`src/rtl/iir_biquad_mc.sv`:
```
// Time-multiplexed Direct Form I biquad: one shared multiplier, per-channel x/y history,
// shadow/active coefficient banks, round-half-up output with saturation.
module iir_biquad_mc #(
  parameter int DATA_W   = 16,
  parameter int COEF_W   = 16,
  parameter int FRAC_W   = 14,
  parameter int CHANNELS = 2,
  parameter int ACC_W    = 40,
  localparam int CH_W    = $clog2(CHANNELS)
) (
  input  logic              clk,
  input  logic              reset,
  input  logic              in_valid,
  output logic              in_ready,
  input  logic [DATA_W-1:0] in_data,
  input  logic [CH_W-1:0]   in_ch,
  input  logic              bypass,
  input  logic              clear_hist,
  input  logic              coef_we,
  input  logic [2:0]        coef_addr,
  input  logic [COEF_W-1:0] coef_wdata,
  input  logic              coef_load,
  output logic              out_valid,
  output logic [DATA_W-1:0] out_data,
  output logic [CH_W-1:0]   out_ch,
  output logic              out_sat,
  output logic [1:0]        debug_state
);

  localparam logic [1:0] S_IDLE = 2'd0;
  localparam logic [1:0] S_MAC  = 2'd1;
  localparam logic [1:0] S_WB   = 2'd2;

  localparam int PROD_W = DATA_W + COEF_W;
  localparam logic signed [COEF_W-1:0] UNITY  = COEF_W'(2 ** FRAC_W);
  localparam logic signed [ACC_W-1:0]  RND    = ACC_W'(2 ** (FRAC_W - 1));
  localparam logic signed [DATA_W-1:0] Y_MAX  = {1'b0, {(DATA_W-1){1'b1}}};
  localparam logic signed [DATA_W-1:0] Y_MIN  = {1'b1, {(DATA_W-1){1'b0}}};
  localparam logic signed [ACC_W-1:0]  ACC_HI = ACC_W'(Y_MAX);
  localparam logic signed [ACC_W-1:0]  ACC_LO = ACC_W'(Y_MIN);
  localparam logic [CH_W:0]            N_CH   = (CH_W+1)'(CHANNELS);

  logic [1:0]               state;
  logic [2:0]               k;
  logic signed [ACC_W-1:0]  acc;
  logic signed [DATA_W-1:0] x_cur;
  logic [CH_W-1:0]          ch_cur;
  logic                     byp_cur;
  logic                     load_pend;

  logic signed [COEF_W-1:0] shadow [5];
  logic signed [COEF_W-1:0] active [5];
  logic signed [DATA_W-1:0] x1 [CHANNELS];
  logic signed [DATA_W-1:0] x2 [CHANNELS];
  logic signed [DATA_W-1:0] y1 [CHANNELS];
  logic signed [DATA_W-1:0] y2 [CHANNELS];

  logic                     accept;
  logic                     do_copy;
  logic                     ch_ok;
  logic [CH_W-1:0]          ch_sel;
  logic signed [COEF_W-1:0] m_coef;
  logic signed [DATA_W-1:0] m_opnd;
  logic signed [PROD_W-1:0] prod;
  logic signed [ACC_W-1:0]  term;
  logic signed [ACC_W-1:0]  acc_nxt;
  logic signed [ACC_W-1:0]  rnd;
  logic signed [ACC_W-1:0]  shf;
  logic signed [DATA_W-1:0] y_res;
  logic                     sat_res;

  // Handshake: a sample is taken on an edge where in_valid && in_ready; in_ready is
  // only high in IDLE with no history clear and no coefficient copy outstanding.
  assign in_ready    = reset && (state == S_IDLE) && !clear_hist && !load_pend;
  assign accept      = in_valid && in_ready;
  assign do_copy     = (state == S_IDLE) && !accept && (coef_load || load_pend);
  assign debug_state = state;
  assign ch_ok       = {1'b0, ch_cur} < N_CH;
  assign ch_sel      = ch_ok ? ch_cur : '0;

  always_comb begin
    m_coef = active[0];
    m_opnd = x_cur;
    case (k)
      3'd1: begin m_coef = active[1]; m_opnd = x1[ch_sel]; end
      3'd2: begin m_coef = active[2]; m_opnd = x2[ch_sel]; end
      3'd3: begin m_coef = active[3]; m_opnd = y1[ch_sel]; end
      3'd4: begin m_coef = active[4]; m_opnd = y2[ch_sel]; end
      default: ;
    endcase
  end

  // Feedback terms (a1, a2) are subtracted.
  assign prod    = PROD_W'(m_coef) * PROD_W'(m_opnd);
  assign term    = ACC_W'(prod);
  assign acc_nxt = (k >= 3'd3) ? acc - term : acc + term;

  assign rnd = acc + RND;
  assign shf = rnd >>> FRAC_W;

  always_comb begin
    y_res   = shf[DATA_W-1:0];
    sat_res = 1'b0;
    if (byp_cur) begin
      y_res = x_cur;
    end else if (shf > ACC_HI) begin
      y_res   = Y_MAX;
      sat_res = 1'b1;
    end else if (shf < ACC_LO) begin
      y_res   = Y_MIN;
      sat_res = 1'b1;
    end
  end

  // Coefficient banks; the copy reads shadow before any same-edge write lands.
  always_ff @(posedge clk or negedge reset) begin
    if (!reset) begin
      for (int i = 0; i < 5; i++) begin
        shadow[i] <= (i == 0) ? UNITY : '0;
        active[i] <= (i == 0) ? UNITY : '0;
      end
      load_pend <= 1'b0;
    end else begin
      if (coef_we && (coef_addr < 3'd5)) shadow[coef_addr] <= coef_wdata;
      if (do_copy) begin
        for (int i = 0; i < 5; i++) active[i] <= shadow[i];
        load_pend <= 1'b0;
      end else if (coef_load) begin
        load_pend <= 1'b1;
      end
    end
  end

  always_ff @(posedge clk or negedge reset) begin
    if (!reset) begin
      state     <= S_IDLE;
      k         <= '0;
      acc       <= '0;
      x_cur     <= '0;
      ch_cur    <= '0;
      byp_cur   <= 1'b0;
      out_valid <= 1'b0;
      out_data  <= '0;
      out_ch    <= '0;
      out_sat   <= 1'b0;
      for (int i = 0; i < CHANNELS; i++) begin
        x1[i] <= '0;
        x2[i] <= '0;
        y1[i] <= '0;
        y2[i] <= '0;
      end
    end else begin
      out_valid <= 1'b0;
      if (clear_hist) begin
        state <= S_IDLE;
        k     <= '0;
        for (int i = 0; i < CHANNELS; i++) begin
          x1[i] <= '0;
          x2[i] <= '0;
          y1[i] <= '0;
          y2[i] <= '0;
        end
      end else begin
        case (state)
          S_IDLE: begin
            if (accept) begin
              x_cur   <= in_data;
              ch_cur  <= in_ch;
              byp_cur <= bypass;
              acc     <= '0;
              k       <= '0;
              state   <= S_MAC;
            end
          end
          S_MAC: begin
            acc <= acc_nxt;
            if (k == 3'd4) state <= S_WB;
            else           k     <= k + 3'd1;
          end
          S_WB: begin
            state <= S_IDLE;
            // Samples tagged with a nonexistent channel are silently dropped.
            if (ch_ok) begin
              out_valid      <= 1'b1;
              out_data       <= y_res;
              out_ch         <= ch_cur;
              out_sat        <= sat_res;
              x2[ch_sel]     <= x1[ch_sel];
              x1[ch_sel]     <= x_cur;
              y2[ch_sel]     <= y1[ch_sel];
              y1[ch_sel]     <= y_res;
            end
          end
          default: state <= S_IDLE;
        endcase
      end
    end
  end

endmodule

```
`config.mk`:
```
export PLATFORM = sky130hd
export DESIGN_NAME = iir_biquad_mc
export DESIGN_NICKNAME = d
export VERILOG_FILES = /design/src/rtl/iir_biquad_mc.sv
export SDC_FILE = /design/constraint.sdc
export NUM_CORES = 1
export LEC_CHECK = 0
export ABC_CLOCK_PERIOD_IN_PS = 22100
export CAP_MARGIN = 20
export CELL_PAD_IN_SITES_DETAIL_PLACEMENT = 1
export CELL_PAD_IN_SITES_GLOBAL_PLACEMENT = 2
export CORE_ASPECT_RATIO = 1.25
export CORE_MARGIN = 5
export CORE_UTILIZATION = 45
export CTS_CLUSTER_SIZE = 14
export DETAILED_ROUTE_END_ITERATION = 7
export GPL_ROUTABILITY_DRIVEN = 0
export GPL_TIMING_DRIVEN = 0
export PLACE_DENSITY_LB_ADDON = 0.05
export SLEW_MARGIN = 20
export SYNTH_ARGS = -nofsm -noshare
export SYNTH_HDL_FRONTEND = slang
export SYNTH_SLANG_ARGS = --single-unit
```
`constraint.sdc`:
```
create_clock -name clk -period 22.1 [get_ports clk]
set_input_delay 5.525 -clock clk [delete_from_list [all_inputs] [get_ports clk]]
set_output_delay 5.525 -clock clk [all_outputs]
set_load 0.005 [all_outputs]
```
==> summary.txt, run 1 <==
Placed design
  – DP HPWL: 79310 um
  – Dpl cells: 3810
  – Count of input and output buffers: 62
  – Area after detailed placement: 30990 um^2

Worst setup path
  – CP Launch Type: flop
  – Crit-path most repeated cell: fa_1
  – Crit path max fanout: 10
  – CP Capture Type: flop
  – CP bufs+invs: 8
  – Slowest stage delay, CP: 0.99 ns
  – CP top delay family: adder cells
  – Worst EP required: 22.60 ns
  – Crit Path Class: flop to flop
  – Worst path slowest cell: fa_1
  – WP data arrival: 14.79 ns

Logic synthesis
  – Share of the synthesized area in the top cell type: 0.3190
  – Gate Count Post-Synth: 2886
  – #FFs+latches synth: 371
  – Post-synth ARST share: 1.000
  – Mapped cell area: 28940 um^2
  – Post-synth cell types: 87
  – Leading cell types by count after synthesis: 369 x dfrtp_1, 341 x inv_1, 281 x nor2_1, 263 x fa_1, 232 x nand2_1
  – Mean post-synth cell area: 10.03 um^2
  – Number of flops mapped to enable cells by yosys: 0
  – Top-count cell post-synth: dfrtp_1
  – Synthesized Nets: 3320
  – Most used DFF post-synth: dfrtp_1
  – Yosys warnings: 0
  – Top post-synthesis cells by area: dfrtp_1 32%, fa_1 18%, mux2_2 7.0%
  – Area leader, netlist: dfrtp_1
  – Seq/Total Area, Yosys: 0.3208

Drt
  – WL final: 100700 um
  – Total iterations of the first detailed-routing run: 5
  – Detail Route Antenna Nets: 0
  – DRT iter0 DRCs: 1443
  – Drc violations: 0
  – DR top layer: met5
  – Vias: 22852
  – Vias per cell: 5.887
  – Routed WL per cell: 25.94 um
  – WL met1: 40050 um
  – Met3 wire length: 4044 um
  – Met2 wire len: 51910 um

Layout
  – Final instance area: 32310 um^2
  – Layout net count: 3438
  – Share of layout cells above drive strength 1: 0.1124
  – Fin cells: 3882
  – Layout area overhead: 11.62%

Die
  – Top Ports: 65
  – Die H: 293.6 um
  – Initial Util: 0.4512
  – Die Wd: 236.8 um
  – Site Rows: 104
  – DIE AREA: 69520 um^2
  – Total core area: 64150 um^2

Clocking
  – Clk_lat worst skew: 0.57 ns
  – CTS root buffer: clkbuf_16
  – # hold bufs at CTS: 0
  – Clock sinks: 371
  – CTS buffer count: 39
  – Resized Gates After CTS: 0
  – CTS HTree Levels: 2
  – Setup Buffers After CTS: 0
  – CTS tree: done
  – Clock transition at path regs: 0.07 ns
  – Worst-case clock buffer depth: 3

STA
  – Relative slew margins: 0.1708
  – Final Hold Vio Count: 0
  – Setup violations, final: 0
  – Setup TNS: 0 ns
  – Tcrit/Tclk final: 0.6466
  – Final max-slew violation count: 0
  – Skew final: 0.02332 ns
  – Worst-Margin Slew: 1.209 ns
  – RSZ-0062 raised after global routing: false
  – Final min period: 14.29 ns
  – Max Fclk: 69.98 MHz

Global routing
  – Gr ovfl total: 0
  – First-pass GRT wire length: 156700 um
  – Total GRT Usage: 0.2923
  – Largest net degree at the start of global routing: 92
  – Initial antenna violation count: 2
  – Vias in the first global route: 25491

Worst hold path
  – Tightest Hold Check Type: flop to flop

Outcome
  – Run status: finished, final reports clean

Job
  – Max Cap Viol: 0
-- stage by stage --
| step | util | setup WS [ns] | hold WS [ns] |
|---|---|---|---|
| after floorplan | - | 10.63 | 0.4485 |
| after global placement | 0.4774 | -3.671 | 0.4600 |
| after detailed placement | 0.4831 | 7.869 | 0.4665 |
| after CTS | 0.5034 | 7.797 | 0.4814 |
| after global routing | 0.5036 | 7.190 | 0.5031 |
| final | 0.5036 | 7.810 | 0.4785 |
-- cells by family after synthesis --
logic type,after synthesis,synth area share
and+or+nand+nor,748,0.1177
DFF,371,0.3208
buffers and inverters,466,0.06074
AOI/OAI and AO/OA,572,0.1433
muxes,229,0.08702
xor gates and xnor gates,109,0.03324
adders and majority gates,391,0.2372
-- registers in the layout, indices dropped and copies added (netlist names), 2 cells and up --
signal	flops
x_cur	16
shadow	80
acc	40
y2	32
y1	32
x1	32
x2	32
k	3
out_data	16
debug_state	2
active	80
-- area by class of cell --
class,instances,area [um^2]
diodes,1,2.502
plain buffers,124,474.2
clock buffers,58,1139
clock inverters,12,163.9
fillers,7150,31840
inverters,342,1284
multi-input cells,2049,18040
flip-flops and latches,371,9286
well taps,848,1061
repair buffers,77,859.6
-- path summary, 6_finish.rpt --
kind                        startpoint           to  slack, ns  depth (start not counted)
max reg2reg                       k[0]      acc[39]       7.81                         42
max                               k[0]      acc[39]       7.81                         42
min reg2reg                out_data[7]  out_data[7]       0.48                          2
min in group asynchronous        reset   active[35]       4.89                          1
min                        out_data[7]  out_data[7]       0.48                          2
max in group asynchronous        reset      acc[27]      15.51                          4
-- metal layers --
layer  GRT usage  vias to the layer above
met3     0.03633                      193
li1            -                    10070
met5           0                        -
met4      0.1152                        2
met1      0.3555                    12036
met2      0.5285                      551
-- placed cells by master, fill, tap and decap left out, types with 18 or more instances in the layout --
cell             count
a22oi_1             34
clkdlybuf4s50_1     61
a221oi_1            33
clkbuf_1           114
o21ai_0            107
mux2i_1             39
o22ai_1             18
a22o_1             100
a21oi_1             63
or2_2               22
ha_1               128
clkbuf_16           40
nor2_1             280
xnor2_1             58
a21o_1              38
nand2b_1            34
nor3_1              24
fa_1               263
inv_1              341
dfrtp_1            369
nand2_1            232
mux2_2             181
xor2_1              50
nand3_1             46
-- tightest hold or removal path: stages, from the launching register on --
cell and delay (ns):
dfrtp_1 0.34, nand2_1 0.05, nand2_1 0.05
Power of run 1 is not shown: default switching activity piles up to over one toggle a cycle in this logic, so the estimate is an artifact.
==> run 2, diff against run 1 <==
--- a/config.mk
+++ b/config.mk
@@ -5,13 +5,13 @@
 export SDC_FILE = /design/constraint.sdc
 export NUM_CORES = 1
 export LEC_CHECK = 0
-export ABC_CLOCK_PERIOD_IN_PS = 22100
+export ABC_CLOCK_PERIOD_IN_PS = 12730
 export CAP_MARGIN = 20
 export CELL_PAD_IN_SITES_DETAIL_PLACEMENT = 1
 export CELL_PAD_IN_SITES_GLOBAL_PLACEMENT = 2
 export CORE_ASPECT_RATIO = 1.25
 export CORE_MARGIN = 5
-export CORE_UTILIZATION = 45
+export CORE_UTILIZATION = 38
 export CTS_CLUSTER_SIZE = 14
 export DETAILED_ROUTE_END_ITERATION = 7
 export GPL_ROUTABILITY_DRIVEN = 0
==> constraint.sdc (replaced) <==
create_clock -name clk -period 12.73 [get_ports clk]
set_input_delay 3.1825 -clock clk [delete_from_list [all_inputs] [get_ports clk]]
set_output_delay 3.1825 -clock clk [all_outputs]
set_load 0.005 [all_outputs]
==> summary.txt, run 2 (synthesis results as in run 1) <==
Worst setup path
  – CP Capture Type: flop
  – Crit-path most repeated cell: fa_1
  – CP bufs+invs: 8 (unchanged)
  – Crit path max fanout: 10 (unchanged)
  – Crit Path Class: flop to flop
  – WP data arrival: 12.73 ns (-2.06 ns)
  – Slowest stage delay, CP: 0.74 ns (-0.25 ns)
  – CP top delay family: adder cells
  – Worst path slowest cell: buf_1
  – CP Launch Type: flop
  – Worst EP required: 13.23 ns (-9.37 ns)

STA
  – Relative slew margins: 0.2894 (+0.1186)
  – Setup violations, final: 0 (unchanged)
  – Skew final: 0.02397 ns (+0.0006432 ns)
  – Final Hold Vio Count: 0 (unchanged)
  – Max Fclk: 81.74 MHz (+17%)
  – Final min period: 12.23 ns (-2.056 ns)
  – Worst-Margin Slew: 1.058 ns (-0.1509 ns)
  – RSZ-0062 raised after global routing: false
  – Tcrit/Tclk final: 0.9611 (+0.3144)
  – Final max-slew violation count: 0 (unchanged)

Drt
  – Drc violations: 0 (unchanged)
  – Routed WL per cell: 26.00 um (+0.23%)
  – DRT iter0 DRCs: 1102 (-24%)
  – Total iterations of the first detailed-routing run: 5 (unchanged)
  – Vias per cell: 5.637 (-4.2%)
  – WL final: 104200 um (+3.5%)
  – Detail Route Antenna Nets: 0 (unchanged)
  – Vias: 22587 (-1.2%)

Job
  – Max Cap Viol: 0 (unchanged)

Layout
  – Layout area overhead: 13.57%
  – Layout net count: 3441 (+0.087%)
  – Most common cell after layout, fill and taps aside: dfrtp_1
  – N_diodes: 0 (-1)
  – Fin cells: 4007 (+3.2%)
  – Biggest regs: active: 80 flops, shadow: 80 flops, acc: 40 flops
  – Share of layout cells above drive strength 1: 0.1353 (+0.02288)
  – Most frequent cells in the layout: 369 x dfrtp_1, 341 x inv_1, 280 x nor2_1, 262 x fa_1, 229 x nand2_1

Outcome
  – Run status: finished, final reports clean

Clocking
  – CTS HTree Levels: 2 (unchanged)
  – Clk_lat worst skew: 0.58 ns (about the same)
  – CTS root buffer: clkbuf_16
  – Worst-case clock buffer depth: 3 (unchanged)
  – Clock sinks: 371 (unchanged)
  – CTS buffer count: 41 (+5.1%)
  – CTS tree: done
  – Clock transition at path regs: 0.06 ns (about the same)

Die
  – Site Rows: 113 (+8.7%)
  – Die H: 318.6 um (+8.5%)
  – DIE AREA: 81820 um^2 (+18%)
  – Top Ports: 65 (unchanged)
  – Die Wd: 256.9 um (+8.4%)
  – Initial Util: 0.3819 (-0.06925)
  – Total core area: 75780 um^2 (+18%)

Global routing
  – Initial antenna violation count: 0 (-2)
  – Total GRT Usage: 0.2554 (-0.03695)
  – First-pass GRT wire length: 160000 um (+2.1%)
  – Gr ovfl total: 0 (unchanged)
  – Largest net degree at the start of global routing: 91 (-1.1%)
  – Vias in the first global route: 25262 (-0.90%)

Worst hold path
  – Tightest Hold Check Type: flop to flop

Placed design
  – Count of input and output buffers: 62 (unchanged)
  – DP HPWL: 82690 um (+4.3%)
  – Dpl cells: 3940 (+3.4%)
-- run 2: path summary, 6_finish.rpt --
path,slack [ns],startpoint,depth (start not counted),endpoint
setup / recovery,0.50,ch_cur,39,acc[39]
hold / removal,0.48,acc[0],2,acc[0]
setup reg to reg,0.50,ch_cur,39,acc[39]
hold reg to reg,0.48,acc[0],2,acc[0]
max in group asynchronous,8.49,reset,4,acc[29]
min in group asynchronous,2.57,reset,1,shadow[19]
-- run 2: repair_timing --
item,4_1_cts,5_1_grt
pin swaps,1,2
setup endpoints to repair,11,10
resized for setup,52,79
hold buffers,0,0
setup buffers,1,2
-- run 2: worst register-to-register path, delay by kind of cell, from the launching register on --
kind	cells	cell delay [ns]
AO/OA/AOI/OAI	14	3.58
XOR/XNOR	1	0.13
adder cells (fa/ha/maj)	8	3.80
buffers and inverters	8	1.75
flip-flops	1	0.42
multiplexers	1	0.29
AND/OR/NAND/NOR	7	2.15
-- run 2: per-stage QoR --
stage | utilization | setup WS [ns] | TNS [ns] | hold WS, ns | cell area [um^2]
3_3_place_gp | 0.4063 | -8.806 | -3881.02 | 0.4597 | 30790
6_report | 0.4338 | 0.4958 | 0 | 0.4772 | 32870
4_1_cts | 0.4313 | 0.02286 | 0 | 0.4783 | 32690
5_1_grt | 0.4338 | 0.0009637 | 0 | 0.5020 | 32870
3_5_place_dp | 0.4112 | -0.9279 | -4.404 | 0.4666 | 31160
2_1_floorplan | - | 1.894 | 0 | 0.4485 | 28940
-- run 2: cell type report --
type / count / area (um^2)
buffer: 121 / 541.8
clock buffer: 56 / 1165
clock inverter: 10 / 160.2
fill: 8438 / 42910
inverter: 342 / 1284
multi-input combinational: 2049 / 18340
sequential: 371 / 9286
tap: 977 / 1222
timing repair buffer: 81 / 875.8
-- run 2: metal layers --
metal | global-route usage | share of wire
met2 | 0.4648 | 0.52
met1 | 0.3170 | 0.41
met3 | 0.02133 | 0.027
met5 | 0 | 0
met4 | 0.09284 | 0.041
Power of run 2 is left out for the same reason.
